### src/rtl/b1b2_cmd_driver.sv
// ---------------------------------------------------------------------------
// b1b2_cmd_driver
//
// Command-side driver for a two-input (B1/B2) flip-flop. Each accepted
// command becomes a timed B1/B2 pulse, then a settle gap, then a one-cycle
// check of the flip-flop's Q against an internal expected-Q model.
//
// Ports
//   clk        system clock, rising edge
//   rst        asynchronous active-high reset
//   cmd_valid  command present
//   cmd_op     00 NOP, 01 CLEAR (B1=0,B2=1), 10 SET (B1=1,B2=0),
//              11 TOGGLE (B1=1,B2=1)
//   cmd_ready  driver can accept a command (combinational, high in IDLE)
//   q_fb       Q read back from the flip-flop
//   B1, B2     registered flip-flop drive
//   done       one-cycle pulse when a command completes
//   mismatch   valid with done: q_fb differed from the updated q_exp
//   q_exp      expected-Q model
//   err_count  saturating count of mismatches
// ---------------------------------------------------------------------------
module b1b2_cmd_driver #(
  parameter int unsigned PULSE_CYCLES   = 2,    // 1..255
  parameter int unsigned GAP_CYCLES     = 1,    // 1..255
  parameter bit          INIT_Q         = 1'b0,
  parameter bit          SKIP_REDUNDANT = 1'b1
) (
  input  logic       clk,
  input  logic       rst,
  input  logic       cmd_valid,
  input  logic [1:0] cmd_op,
  output logic       cmd_ready,
  input  logic       q_fb,
  output logic       B1,
  output logic       B2,
  output logic       done,
  output logic       mismatch,
  output logic       q_exp,
  output logic [7:0] err_count
);

  localparam logic [1:0] IDLE  = 2'd0;
  localparam logic [1:0] DRIVE = 2'd1;
  localparam logic [1:0] GAP   = 2'd2;
  localparam logic [1:0] CHECK = 2'd3;

  localparam logic [1:0] OP_NOP    = 2'b00;
  localparam logic [1:0] OP_CLEAR  = 2'b01;
  localparam logic [1:0] OP_SET    = 2'b10;
  localparam logic [1:0] OP_TOGGLE = 2'b11;

  localparam logic [7:0] PULSE_LAST = 8'(PULSE_CYCLES - 1);
  localparam logic [7:0] GAP_LAST   = 8'(GAP_CYCLES - 1);

  logic [1:0] state;
  logic [1:0] op_q;
  logic [7:0] cnt;

  logic accept;
  logic no_pulse;
  logic chk_entry;
  logic q_chk;

  // Expected Q after applying op to the current model value.
  function automatic logic next_q(input logic [1:0] op, input logic q);
    case (op)
      OP_CLEAR:  return 1'b0;
      OP_SET:    return 1'b1;
      OP_TOGGLE: return ~q;
      default:   return q;
    endcase
  endfunction

  assign cmd_ready = (state == IDLE);

  always_comb begin
    // NOTE: every combinational output gets a default first so that no path
    // leaves it unassigned, which would otherwise infer a latch.
    accept    = 1'b0;
    no_pulse  = 1'b0;
    chk_entry = 1'b0;
    q_chk     = q_exp;

    accept   = cmd_valid && cmd_ready;
    // A SET onto an already-set Q (or CLEAR onto cleared Q) can be skipped.
    no_pulse = (cmd_op == OP_NOP) ||
               (SKIP_REDUNDANT && (((cmd_op == OP_SET)   &&  q_exp) ||
                                   ((cmd_op == OP_CLEAR) && !q_exp)));

    // CHECK is entered straight from IDLE for NOP/skip, or at the end of GAP.
    if (state == IDLE) begin
      chk_entry = accept && no_pulse;
      q_chk     = next_q(cmd_op, q_exp);
    end else if (state == GAP) begin
      chk_entry = (cnt == 8'd0);
      q_chk     = next_q(op_q, q_exp);
    end
  end

  // NOTE: all state below uses non-blocking assignments so every register
  // samples the pre-edge values, independent of statement order.
  always_ff @(posedge clk or posedge rst) begin
    if (rst) begin
      state     <= IDLE;
      op_q      <= OP_NOP;
      cnt       <= 8'd0;
      B1        <= 1'b0;
      B2        <= 1'b0;
      done      <= 1'b0;
      mismatch  <= 1'b0;
      q_exp     <= INIT_Q;
      err_count <= 8'd0;
    end else begin
      // done/mismatch are only ever high for the single CHECK cycle.
      done     <= chk_entry;
      mismatch <= chk_entry && (q_fb != q_chk);

      if (chk_entry) begin
        q_exp <= q_chk;
        if ((q_fb != q_chk) && (err_count != 8'hFF)) begin
          err_count <= err_count + 8'd1;
        end
      end

      case (state)
        IDLE: begin
          if (accept) begin
            op_q <= cmd_op;
            if (no_pulse) begin
              state <= CHECK;
            end else begin
              state <= DRIVE;
              B1    <= cmd_op[1];
              B2    <= cmd_op[0];
              cnt   <= PULSE_LAST;
            end
          end
        end
        DRIVE: begin
          if (cnt == 8'd0) begin
            state <= GAP;
            B1    <= 1'b0;
            B2    <= 1'b0;
            cnt   <= GAP_LAST;
          end else begin
            cnt <= cnt - 8'd1;
          end
        end
        GAP: begin
          if (cnt == 8'd0) begin
            state <= CHECK;
          end else begin
            cnt <= cnt - 8'd1;
          end
        end
        default: begin
          state <= IDLE;
        end
      endcase
    end
  end

endmodule

### config.mk
export PLATFORM = sky130hd
export DESIGN_NAME = b1b2_cmd_driver
export DESIGN_NICKNAME = d
export VERILOG_FILES = /design/src/rtl/b1b2_cmd_driver.sv
export SDC_FILE = /design/constraint.sdc
export NUM_CORES = 1
export LEC_CHECK = 0
export CORE_UTILIZATION = 29
export CTS_BUF_LIST = sky130_fd_sc_hd__clkbuf_2
export CTS_CLUSTER_DIAMETER = 60
export DETAILED_ROUTE_END_ITERATION = 10
export DONT_BUFFER_PORTS = 1
export PLACE_DENSITY = 0.47
export SLEW_MARGIN = 0
export SYNTH_ARGS = -nofsm -noshare
export SYNTH_HDL_FRONTEND = slang
export SYNTH_SLANG_ARGS = --single-unit
### constraint.sdc
create_clock -name clk -period 5.4 [get_ports clk]
set_clock_uncertainty 0.1 [all_clocks]
set_input_delay 0.54 -clock clk [delete_from_list [all_inputs] [get_ports clk]]
set_output_delay 0.54 -clock clk [all_outputs]
set_load 0.01 [all_outputs]
==> run_results.csv <==
group,metric,value,unit
layout,n_antenna_cell,0,
sta,clock.fmax,374,MHz
sta,worst_pin_slew,954,ps
drt,drtAntennaViolNets,0,
clock_network,postCtsResizedCells,0,
grt,grt_pass1_wl,4820,µm
floorplanning,core.rowCount,24,
synth,synth_area_per_cell,10.4,µm²
drt,dr.first_iter.drc_count,39,
grt,globalRouteMet1Util,15.2,%
floorplanning,start_util,31.0,%
floorplanning,dieArea,0.00510,mm²
setup_path,ff2ff_path_depth,7,
clock_network,clk_latency,350,ps
setup_path,timing_worst_setup_path_type,"reg -> reg",
sta,fin_crit_sh,49.5,%
setup_path,r2r_start,"state[0]$_DFFE_PP0P_",
synth,syn_inst,134,
grt,grt_overflow,0,
synth,synth_edf_count,0,
synth,synth_fp_nets,147,
setup_path,required,5580,ps
placement,post-dp-hpwl,2000,µm
grt,grt_max_degree,26,
synth,async_flop_share,100,%
floorplanning,core_area,0.00450,mm²
synth,ys_warn_count,0,
setup_path,cp-start-kind,"flop",
placement,dp_cells,185,
grt,busiest_layer,"met2",
drt,vias,986,
drt,routed_wl,2680,µm
drt,routed_via_density,5.22,
sta,fin_ws,2730,ps
run,drv_cap,0,
setup_path,cp.arrival,2850,ps
placement,gp_congestion,0.820,
clock_network,path_clk_slew,250,ps
synth,syn_area,0.00140,mm²
setup_path,critPathMaxFanout,8,
sta,hold_viol_final,0,
floorplanning,chipWidth,71.4,µm
drt,route.detailed.drc,3,
sta,setup_violations,0,
sta,tns,0,ps
layout,syn2layout_area_growth,6.00,%
clock_network,cts_tree,"yes",
layout,mostFrequentLayoutCells,"dfrtp_1, nor2_1, xnor2_1, nand2_1",
setup_path,ff2ff_setup_slack,2730,ps
drt,routedWlPerCell,14.2,µm
synth,ys.flop_type,"dfrtp_1",
power_and_ir_drop,pwr_density_cell,600,mW/mm²
synth,yosysSeqAreaShare,44.8,%
grt,met2_usage,19.6,%
clock_network,cts_sinks,25,
setup_path,crit_path_end_kind,"flop",
layout,final_common_cell,"dfrtp_1",
floorplanning,fp.dieH,71.4,µm
floorplanning,io_pins,20,
sta,rsz0062_at_grt,"no",
status,run_status,"finished with violations",
synth,synth.distinct_cells,37,
layout,final_cells,189,
power_and_ir_drop,ir_drop,0.290,mV
power_and_ir_drop,p_leak,0.640,nW
grt,antenna_found_initial,0,
grt,grt_pass1_vias,981,
layout,layout-drive-gt1-share,11.7,%
clock_network,clockRootBuffer,"clkbuf_2",
status,violations,"DRC",
clock_network,cts_hold_buf,0,
setup_path,crit_start,"state[0]$_DFFE_PP0P_",
sta,period_needed,2670,ps
clock_network,clock_path_buffers,2,
drt,dr.pass1.iters,7,
sta,report.final.slew_viol_count,0,
clock_network,cts_buffers,3,
placement,port-buffer-count,0,
grt,grtUsageMet3,4.50,%
sta,relSlewSlack,36.3,%
clock_network,post_cts_buffers,0,
layout,fin_nets,151,
synth,ys_seq_elements,25,
placement,dpl_worst_slack,2760,ps
clock_network,htree_num_levels,1,
setup_path,r2r_end,"err_count[4]$_DFFE_PP0P_",
grt,grtUsageTotal,11.9,%
hold_path,hold_path_class,"in -> async",
-- where the power goes --
part	total, mW	internal (mW)	switching (mW)
Clock	0.0766	0.0172	0.0594
Sequential	0.346	0.255	0.0907
Combinational	0.466	0.211	0.254
-- area by class of cell --
class	instances	area, µm²
sequential	25	626
clock buffer	3	15.0
tap	52	65.1
multi-input combinational	100	737
inverter	8	30.0
clock inverter	1	7.51
fill	462	3020
-- through the flow --
step | power [mW] | hold slack (ps) | utilization [%] | instance area (µm²)
detailed placement | 0.817 | 377 | 32.4 | 1460
CTS | 0.896 | 162 | 32.9 | 1480
finish | 0.888 | 146 | 32.9 | 1480
floorplan | 0.719 | 337 | - | 1400
global route | 0.979 | 170 | 32.9 | 1480
global placement | 0.811 | 380 | 32.4 | 1460
-- cell usage after synthesis, types with 2 or more instances --
master | number | area [µm²]
dfrtp_1 | 25 | 626
and3_1 | 3 | 18.8
ha_1 | 7 | 87.6
xor2_1 | 4 | 35.0
xnor2_1 | 10 | 87.6
a21oi_1 | 3 | 15.0
nand3_1 | 4 | 20.0
nor2_1 | 15 | 56.3
nor4b_1 | 3 | 26.3
nand4_1 | 2 | 12.5
o21a_1 | 2 | 15.0
mux2_2 | 4 | 45.0
a22oi_1 | 2 | 15.0
nor3_1 | 6 | 30.0
nor4_1 | 4 | 25.0
a31oi_1 | 2 | 12.5
nand2_1 | 8 | 30.0
o21ai_0 | 5 | 25.0
inv_1 | 7 | 26.3
-- sequential cells by signal (all words and copies together), names as in the netlist --
register	count
state	2
B2	1
done	1
B1	1
mismatch	1
err_count	8
q_exp	1
op_q	2
cnt	8
-- how the worst max path moves through the flow --
| stage | endpoint | slack, ps | cells after the start |
|---|---|---|---|
| global route | err_count[1]$_DFFE_PP0P_ | 2560 | 7 |
| floorplan | err_count[4]$_DFFE_PP0P_ | 2900 | 7 |
| global placement | err_count[4]$_DFFE_PP0P_ | 2800 | 7 |
| finish | err_count[4]$_DFFE_PP0P_ | 2730 | 7 |
| detailed placement | err_count[4]$_DFFE_PP0P_ | 2760 | 7 |
| CTS | err_count[4]$_DFFE_PP0P_ | 2740 | 7 |
-- metal layers --
layer,up-vias,routed length [µm]
met1,477,1280
li1,486,-
met2,21,1230
met5,-,0
met4,0,13
met3,2,151
-- logic make-up after synthesis --
group / Yosys count / share of synthesized area [%]
simple gates: 51 / 20.0
mux: 5 / 4.84
fa+ha+maj: 7 / 6.27
xor+xnor: 15 / 9.95
flops: 25 / 44.8
buf+inv: 9 / 2.42
compound gates: 22 / 11.7
-- critical path: stages, from the launching register on --
cell and delay (ps):
dfrtp_1 460, inv_1 80, ha_1 310, inv_2 180
mux4_2 550, xor2_1 210, or4b_4 570, xnor2_2 140
Power figures use the tool's default switching activity.
